`src/rtl/mcd212_pkg.sv`:
```
// rtl/mcd212_pkg.sv - shared constants and requester indices for the MCD212 bus arbiter
//
// Purpose: requester index enum, requester count, CPU starvation limit and
//          word-address width shared by the arbiter top and its pick logic.
// Ports:   none (package).
package mcd212_pkg;

  localparam int NUM_REQ      = 4;
  localparam int STARVE_LIMIT = 15;
  localparam int ADDR_W       = 22;

  typedef enum logic [1:0] {
    REQ_VSR = 2'd0,  // VSR pixel fetch
    REQ_CHA = 2'd1,  // ICA/DCA channel A
    REQ_CHB = 2'd2,  // ICA/DCA channel B
    REQ_CPU = 2'd3   // CPU
  } req_idx_e;

endpackage

```
`src/rtl/mcd212_arb_pick.sv`:
```
// rtl/mcd212_arb_pick.sv - combinational priority pick for the MCD212 bus arbiter
//
// Purpose: choose one requester from the active strobes.
//          Order: starved CPU > VSR > channels A/B round-robin > CPU.
// Ports:
//   req_as   in  4  per-requester address strobe
//   rr_last  in  1  channel granted most recently (0 = A, 1 = B)
//   starved  in  1  CPU has waited long enough to jump the queue
//   pick     out 4  one-hot choice, all-zero when nobody requests
module mcd212_arb_pick
  import mcd212_pkg::*;
(
  input  logic [NUM_REQ-1:0] req_as,
  input  logic               rr_last,
  input  logic               starved,
  output logic [NUM_REQ-1:0] pick
);

  always_comb begin
    pick = '0;
    if (starved && req_as[REQ_CPU]) begin
      pick[REQ_CPU] = 1'b1;
    end else if (req_as[REQ_VSR]) begin
      pick[REQ_VSR] = 1'b1;
    end else if (req_as[REQ_CHA] && req_as[REQ_CHB]) begin
      // Both channels want the bus: favour the one that did not go last.
      if (rr_last) pick[REQ_CHA] = 1'b1;
      else         pick[REQ_CHB] = 1'b1;
    end else if (req_as[REQ_CHA]) begin
      pick[REQ_CHA] = 1'b1;
    end else if (req_as[REQ_CHB]) begin
      pick[REQ_CHB] = 1'b1;
    end else if (req_as[REQ_CPU]) begin
      pick[REQ_CPU] = 1'b1;
    end
  end

endmodule

```
`src/rtl/mcd212_bus_arbiter.sv`:
```
// rtl/mcd212_bus_arbiter.sv - four-way shared memory bus arbiter for the MCD212
//
// Purpose: grants the shared memory bus to one of VSR, channel A, channel B
//          or CPU, holds ownership while the owner keeps its strobe high and
//          steers the owner's address/strobe to memory and mem_ack back.
// Ports:
//   clk          in  1      clock
//   reset        in  1      synchronous active-high reset
//   req_address  in  4x22   per-requester word address
//   req_as       in  4      per-requester address strobe
//   req_din      out 16     broadcast read data
//   req_bus_ack  out 4      per-requester acknowledge (owner only)
//   mem_address  out 22     shared memory address
//   mem_as       out 1      shared memory strobe
//   mem_din      in  16     shared memory read data
//   mem_ack      in  1      shared memory acknowledge
//   grant        out 4      registered one-hot owner, zero when idle
module mcd212_bus_arbiter
  import mcd212_pkg::*;
(
  input  logic                           clk,
  input  logic                           reset,
  input  logic [NUM_REQ-1:0][ADDR_W-1:0] req_address,
  input  logic [NUM_REQ-1:0]             req_as,
  output logic [15:0]                    req_din,
  output logic [NUM_REQ-1:0]             req_bus_ack,
  output logic [ADDR_W-1:0]              mem_address,
  output logic                           mem_as,
  input  logic [15:0]                    mem_din,
  input  logic                           mem_ack,
  output logic [NUM_REQ-1:0]             grant
);

  localparam logic [0:0] ST_IDLE  = 1'b0;
  localparam logic [0:0] ST_OWNED = 1'b1;

  logic [0:0]         state;
  logic [NUM_REQ-1:0] grant_q;
  logic [ADDR_W-1:0]  addr_q;
  logic [3:0]         starve_cnt;
  logic               rr_last;
  logic [NUM_REQ-1:0] pick;
  logic [1:0]         owner;
  logic               owned;
  logic               owner_as;
  logic               starved;

  mcd212_arb_pick u_pick (
    .req_as  (req_as),
    .rr_last (rr_last),
    .starved (starved),
    .pick    (pick)
  );

  always_comb begin
    owner = '0;
    for (int i = 0; i < NUM_REQ; i++) begin
      if (grant_q[i]) owner = 2'(i);
    end
  end

  assign owned    = (state == ST_OWNED);
  assign owner_as = req_as[owner];
  assign starved  = (starve_cnt == 4'(STARVE_LIMIT));

  // While idle the address bus parks on whatever the last owner drove.
  assign mem_address = owned ? req_address[owner] : addr_q;
  assign mem_as      = owned & owner_as;
  // Gating with reset drops an ack that would land on the reset cycle.
  assign req_bus_ack = (owned && mem_ack && !reset) ? grant_q : '0;
  assign req_din     = mem_din;
  assign grant       = grant_q;

  always_ff @(posedge clk) begin
    if (reset) begin
      state      <= ST_IDLE;
      grant_q    <= '0;
      addr_q     <= '0;
      starve_cnt <= '0;
      rr_last    <= 1'b1;  // pretend B went last so A is favoured first
    end else begin
      if (req_as[REQ_CPU] && !grant_q[REQ_CPU]) begin
        if (!starved) starve_cnt <= starve_cnt + 4'd1;
      end else begin
        starve_cnt <= '0;
      end

      case (state)
        ST_IDLE: begin
          if (|req_as) begin
            grant_q <= pick;
            state   <= ST_OWNED;
            if (pick[REQ_CHA])      rr_last <= 1'b0;
            else if (pick[REQ_CHB]) rr_last <= 1'b1;
          end
        end
        ST_OWNED: begin
          addr_q <= req_address[owner];
          // Release takes a full cycle so handovers always pass through IDLE.
          if (!owner_as) begin
            state   <= ST_IDLE;
            grant_q <= '0;
          end
        end
        default: begin
          state   <= ST_IDLE;
          grant_q <= '0;
        end
      endcase
    end
  end

endmodule
```
`config.mk`:
```
export PLATFORM = sky130hd
export DESIGN_NAME = mcd212_bus_arbiter
export DESIGN_NICKNAME = d
export VERILOG_FILES = /design/src/rtl/mcd212_pkg.sv /design/src/rtl/mcd212_arb_pick.sv /design/src/rtl/mcd212_bus_arbiter.sv
export SDC_FILE = /design/constraint.sdc
export NUM_CORES = 1
export LEC_CHECK = 0
export BUFFER_PORTS_ARGS = -buffer_cell sky130_fd_sc_hd__clkbuf_2
export CORE_UTILIZATION = 44
export CTS_BUF_LIST = sky130_fd_sc_hd__clkbuf_2 sky130_fd_sc_hd__clkbuf_4 sky130_fd_sc_hd__clkbuf_8
export CTS_CLUSTER_SIZE = 28
export DETAILED_ROUTE_END_ITERATION = 8
export PLACE_DENSITY = 0.88
export SLEW_MARGIN = 20
export SYNTH_ARGS = -nofsm -noshare
export SYNTH_HDL_FRONTEND = slang
export SYNTH_SLANG_ARGS = --single-unit
```
`constraint.sdc`:
```
create_clock -name clk -period 2.3 [get_ports clk]
set_clock_uncertainty 0.05 [all_clocks]
set_input_delay 0.115 -clock clk [delete_from_list [all_inputs] [get_ports clk]]
set_output_delay 0.115 -clock clk [all_outputs]
set_load 0.01 [all_outputs]
```
==> results of run 1 <==
cells by family (layout without fill, tap and decap cells):
family / Yosys count / count (layout) / synth area share
xor gates and xnor gates: 1 / 1 / 0.00435
adders and majority gates: 1 / 1 / 0.00621
AOI/OAI and AO/OA: 56 / 56 / 0.206
muxes: 24 / 24 / 0.119
DFF: 32 / 32 / 0.318
and+or+nand+nor: 98 / 98 / 0.230
buffers and inverters: 38 / 141 / 0.117
power by group through the flow:
| stage | clock [mW] | combinational [mW] | sequential [mW] |
|---|---|---|---|
| after floorplan | 0 | 0.280 | 0.626 |
| after global placement | 0 | 0.418 | 0.639 |
| after detailed placement | 0 | 0.427 | 0.640 |
| after CTS | 0.483 | 0.429 | 0.628 |
| after global routing | 0.502 | 0.470 | 0.635 |
| final | 0.471 | 0.425 | 0.628 |
cell type report:
type | count | area [sq um]
Tap cell | 52 | 65.1
Inverter | 3 | 11.3
Timing Repair Buffer | 131 | 683
Clock buffer | 7 | 96.3
Sequential cell | 32 | 642
Fill cell | 371 | 1740
Multi-Input combinational cell | 180 | 1150
per-stage QoR:
stage               power, mW  hold WS, ps  setup WS (ps)  utilization
finish                   1.52          115            178        0.603
global route             1.61          127           14.2        0.603
CTS                      1.54          101            184        0.603
detailed placement       1.07          180            314        0.580
global placement         1.06          180            349        0.580
floorplan               0.906          233            800            -
critical path: cells and delay by family (launching register included):
kind                   cells  cell delay (ps)
AO/OA/AOI/OAI              2              490
flip-flops                 1              420
AND/OR/NAND/NOR            2              400
buffers and inverters      2              370
state kept, by name (all words and copies together), names as in the netlist:
name        cells
starve_cnt      4
addr_q         22
grant           4
rr_last         1
owned           1
timing repair:
action                                  CTS  global route
buffers inserted                          0             0
endpoints found under the setup margin    2             0
resized for setup                         1             0
layout by cell type, fill, tap and decap left out:
master	n
a221o_1	1
nor3_1	23
a31oi_1	1
nand2_1	4
a221oi_1	20
clkbuf_8	7
o21ai_0	16
nor3_2	2
or3_2	1
xnor2_1	1
and4_1	1
o2bb2ai_1	1
or2_4	1
nor2b_4	1
a211oi_1	1
a32o_1	1
a32oi_1	1
dfxtp_2	1
and2_1	4
and3_1	1
mux2i_1	24
a21oi_1	2
nor3b_1	1
buf_4	5
a221oi_2	2
clkbuf_2	125
ha_1	1
nor2_1	52
o311ai_2	1
or4_4	1
a22o_1	1
buf_12	1
dfxtp_1	31
nand3b_1	1
o21ai_1	7
nand3_1	4
nand4b_1	1
inv_1	3
a21o_1	1
synthesized netlist by cell type:
| library cell | number |
|---|---|
| nand4b_1 | 1 |
| o311ai_2 | 1 |
| nor3b_1 | 1 |
| or3_2 | 1 |
| nand3_1 | 4 |
| or2_4 | 1 |
| a32oi_1 | 1 |
| and3_1 | 1 |
| nand3b_1 | 1 |
| a221oi_1 | 20 |
| buf_2 | 5 |
| ha_1 | 1 |
| o21ai_1 | 7 |
| a21o_1 | 1 |
| a211oi_1 | 1 |
| and4_1 | 1 |
| a21oi_1 | 2 |
| or4_4 | 1 |
| nor3_2 | 2 |
| dfxtp_1 | 32 |
| nand2_1 | 4 |
| clkbuf_1 | 7 |
| a221oi_2 | 2 |
| a32o_1 | 1 |
| a22o_1 | 1 |
| nor3_1 | 23 |
| a221o_1 | 1 |
| nor2b_1 | 1 |
| nor2_1 | 52 |
| xnor2_1 | 1 |
| o2bb2ai_1 | 1 |
| clkbuf_2 | 3 |
| buf_4 | 18 |
| a31oi_1 | 1 |
| and2_1 | 4 |
| o21ai_0 | 16 |
| buf_6 | 2 |
| inv_1 | 3 |
| mux2i_1 | 24 |
worst min path at each step:
stage	cells past startpoint	endpoint	from
5_1_grt	3	grant[0]$_SDFFE_PP0P_	req_as[0]
4_1_cts	3	grant[0]$_SDFFE_PP0P_	req_as[0]
3_5_place_dp	0	req_din[10]	mem_din[10]
3_3_place_gp	0	req_din[10]	mem_din[10]
6_report	3	addr_q[2]$_SDFF_PP0_	req_address[46]
2_1_floorplan	2	grant[0]$_SDFFE_PP0P_	req_as[0]
per-layer routing:
metal / wire [microns] / GRT usage
met5: 0 / 0
met4: 69 / 0.0889
met3: 391 / 0.0334
met2: 3030 / 0.457
met1: 2310 / 0.257
==> run summary, run 1 <==
cell count after synthesis = 250
Worst-path clk slew = 70 ps
DP Area = 2540 sq um
Max stage delay on crit path = 420 ps
Routability Congestion = 0.893
clock power share = 0.309
number of synthesized register bits = 32
largest net degree at the start of global routing = 32
vias in the first global route = 2050
setup TNS = 0 ps
final WL = 5800 microns
area leader, netlist = dfxtp_1
Ant. Diodes = 0
Initial DRC Count = 106
htree depth = 2
Final Non-Filler Cells = 405
crit path launch type = flop
Top-Level Pins = 158
Synth Area per Inst = 8.06 sq um
Worst R2R End = grant[1]$_SDFFE_PP0P_
setup slack, reg-to-reg = 530 ps
relative slew slack = 0.597
fin crit share = 0.923
Die Ht = 69.7 microns
fin area = 2640 sq um
post-synth cell types = 39
total nets after synthesis = 362
run status = finished clean
Mapped Area = 2010 sq um
Max-Cap Viols = 0
DR DRC count = 0
CTS sink cnt = 32
Worst Hold Class = primary input to flop
RSZ-0062 raised after global routing = false
Critical path destination = mem_address[14]
Cell Rows = 24
Net count, final = 465
Critical path origin = grant[3]$_SDFFE_PP0P_
depth of the most critical reg-to-reg path = 5
crit-path cells = buf_4, or2_4, o21ai_0, a221oi_1, nor2_1, clkbuf_2
# port buffers = 125
length of the first detailed-routing pass in iterations = 4
RR Startpoint = grant[3]$_SDFFE_PP0P_
first-pass GRT wire length = 9190 microns
Cells after DPL = 398
sequential area share after synthesis = 0.318
crit path capture type = output port
Finish-stage setup viols = 0
CTS tree = yes
worst endpoint required time = 2130 ps
Pint = 1.07 mW
Switch Pwr = 458 uW
via count = 2246
leakage power = 1.27 nW
critical path peak fanout = 23
Core Box Area = 4380 sq um
Layout area overhead = 31.2%
HPWL after DPL = 4330 microns
CP Class = flop to output port
fin. max-slew vios = 0
Clock Latency Late Sink = 280 ps
Global Route Usage Sum = 0.236
CTS root buffer = clkbuf_8
initial antenna violation count = 0
Tmin final = 2120 ps
Final Hold Violating Endpoints = 0
Antenna Nets Post-Route = 0
Warnings, synthesis = 0
cts hold-fix bufs = 0
slowest CP cell = dfxtp_1
grt ovf = 0
Starting Density = 0.459
ratio of cells with drive above 1 in the final layout = 0.419
Die W = 69.7 microns
worst path arrival time = 1960 ps
Reg power frac = 0.412
area of the die = 4850 sq um
Sw Ratio = 0.301
logic gate share of total power = 0.279
Max VDD drop = 363 uV
Tightest Pin Transition = 604 ps
Wirelength per Cell = 14.3 microns
Max Freq = 471 MHz
dominant cells by area after synthesis = dfxtp_1, mux2i_1, nor2_1
vias per std cell = 5.55
Max clock buf depth = 2
TritonCTS buffer count = 5
power density over the cells = 576 nW/um^2
Synth top area share = 0.318
No activity file was read; power rests on OpenSTA's default activity.
==> inputs of run 2 (changes only) <==
CORE_MARGIN = 1.5   (was unset)
RECOVER_POWER = 100   (was unset)
==> run 2 against run 1 <==
Effect of this change:
- flip-flop and latch count unchanged
- cell count up 0.74%
- sequential share of layout area up 0.30 points
- maximum frequency up 1.9%
- combinational power down 3%
- via count up 2.1%
- hold slack better by 2.5 ps
- count of clock-buffer cells in the layout down 1
- die area up 2.9%
- global-route usage up 1.1 points
- clock power up 16%
- sequential power about the same
- largest cell class unchanged
==> run summary, run 2 (synthesis results as in run 1) <==
run status = finished clean
Routability Congestion = 0.883
Tmin final = 2080 ps
setup slack, reg-to-reg = 390 ps
relative slew slack = 0.561
Max clock buf depth = 2
Global Route Usage Sum = 0.247
crit path capture type = output port
setup TNS = 0 ps
Net count, final = 467
Critical path origin = grant[3]$_SDFFE_PP0P_
Wirelength per Cell = 15.5 microns
TritonCTS buffer count = 5
crit path launch type = flop
Ant. Diodes = 0
Hold Worst Slack = 118 ps
Die Ht = 70.7 microns
crit-path cells = buf_4, or2_4, o21ai_0, a221oi_1, nor2_1, clkbuf_1
Finish-stage setup viols = 0
initial antenna violation count = 0
Final Non-Filler Cells = 408
critical path peak fanout = 16
DR DRC count = 0
Top reg by flops = addr_q
Stages on worst setup path = 6
area of the die = 4990 sq um
Max stage delay on crit path = 420 ps
slowest CP cell = dfxtp_1
worst path arrival time = 1920 ps
Critical path destination = mem_address[19]
WP buf/inv = 2
vias in the first global route = 2174
Antenna Nets Post-Route = 0
cell family with most CP delay = compound AO/OA/AOI/OAI gates
largest net degree at the start of global routing = 24
length of the first detailed-routing pass in iterations = 4
Post-CTS Setup Repair Bufs = 0
HPWL after DPL = 4520 microns
via count = 2294
Core Box Area = 4380 sq um
RR Startpoint = grant[3]$_SDFFE_PP0P_
final WL = 6330 microns
Starting Density = 0.459
Final Hold Violating Endpoints = 0
final core occ = 0.596
Max Freq = 480 MHz
CTS tree = yes
beginning of the worst hold path = req_as[0]
fin. max-slew vios = 0
depth of the most critical reg-to-reg path = 5
# port buffers = 125
Worst Hold Class = primary input to flop
first-pass GRT wire length = 9920 microns
Worst R2R End = grant[2]$_SDFFE_PP0P_
CP Class = flop to output port
Clock Latency Late Sink = 290 ps
Cells after DPL = 399
CTS root buffer = clkbuf_8
Initial DRC Count = 72
max reg flops = 22
Layout area overhead = 29.6%
Tightest Pin Transition = 659 ps
Cell Rows = 24
CTS sink cnt = 32
DP Area = 2540 sq um
most common cell after layout, fill and taps aside = clkbuf_2
most frequent cells in the layout = clkbuf_2, nor2_1, dfxtp_1
Worst-path clk slew = 70 ps
fin crit share = 0.906
Max VDD drop = 565 uV
power density over the cells = 607 nW/um^2
fin area = 2610 sq um
htree depth = 2
grt ovf = 0
ratio of cells with drive above 1 in the final layout = 0.346
vias per std cell = 5.62
cts hold-fix bufs = 0
leakage power = 1.19 nW
worst endpoint required time = 2130 ps
Max-Cap Viols = 0
Die W = 70.7 microns
RSZ-0062 raised after global routing = false
Top-Level Pins = 158
run 2: cell types whose count changed in the layout (fill, tap and decap cells not counted), sizes merged:
cell / before / now
bufinv: 0 / 1
clkinv: 0 / 1
or2: 1 / 2
run 2: routing by layer:
| metal | track usage | up-vias | routed length (microns) |
|---|---|---|---|
| met4 | 0.0818 | 0 | 81 |
| li1 | - | 1107 | - |
| met1 | 0.270 | 1050 | 2420 |
| met2 | 0.461 | 126 | 3270 |
| met5 | 0 | - | 0 |
| met3 | 0.0670 | 11 | 562 |
run 2: timing repair:
item                                    in CTS  in global routing
pin swaps                                    0                  1
endpoints found under the setup margin      13                  9
hold endpoints to repair                     0                  0
gates cloned                                 0                  1
resized for setup                            1                  1
run 2: cell type report:
type / instances / area (sq um)
tap: 52 / 65.1
fill: 416 / 1770
multi-input combinational: 181 / 1140
clock inverter: 2 / 35.0
inverter: 3 / 11.3
clock buffer: 6 / 76.3
sequential: 32 / 642
timing repair buffer: 132 / 644
run 2: how the worst min path moves through the flow:
stage          cells past startpoint                     to  slack [ps]
2_1_floorplan                      2  grant[0]$_SDFFE_PP0P_         230
4_1_cts                            3  grant[0]$_SDFFE_PP0P_         100
3_5_place_dp                       0             req_din[0]         180
3_3_place_gp                       0             req_din[0]         180
5_1_grt                            3  addr_q[17]$_SDFF_PP0_         120
6_report                           3  grant[0]$_SDFFE_PP0P_         120
run 2: tightest hold or removal path, cell delays in order:
cell       delay, ps
clkbuf_2         120
nand3_1          100
o2bb2ai_1         80
run 2: power by group:
part           leakage, nW  internal [mW]  switching (mW)  total, mW
registers            0.264          0.601          0.0255      0.627
logic                0.865          0.180           0.233      0.413
clock network       0.0586          0.333           0.213      0.546
total                 1.19           1.11           0.471       1.59
run 2: metrics by stage:
step	power [mW]	worst slack, ps
final	1.59	217
after global routing	1.68	46.9
after CTS	1.61	107
after detailed placement	1.07	276
after global placement	1.05	348
after floorplan	0.906	800
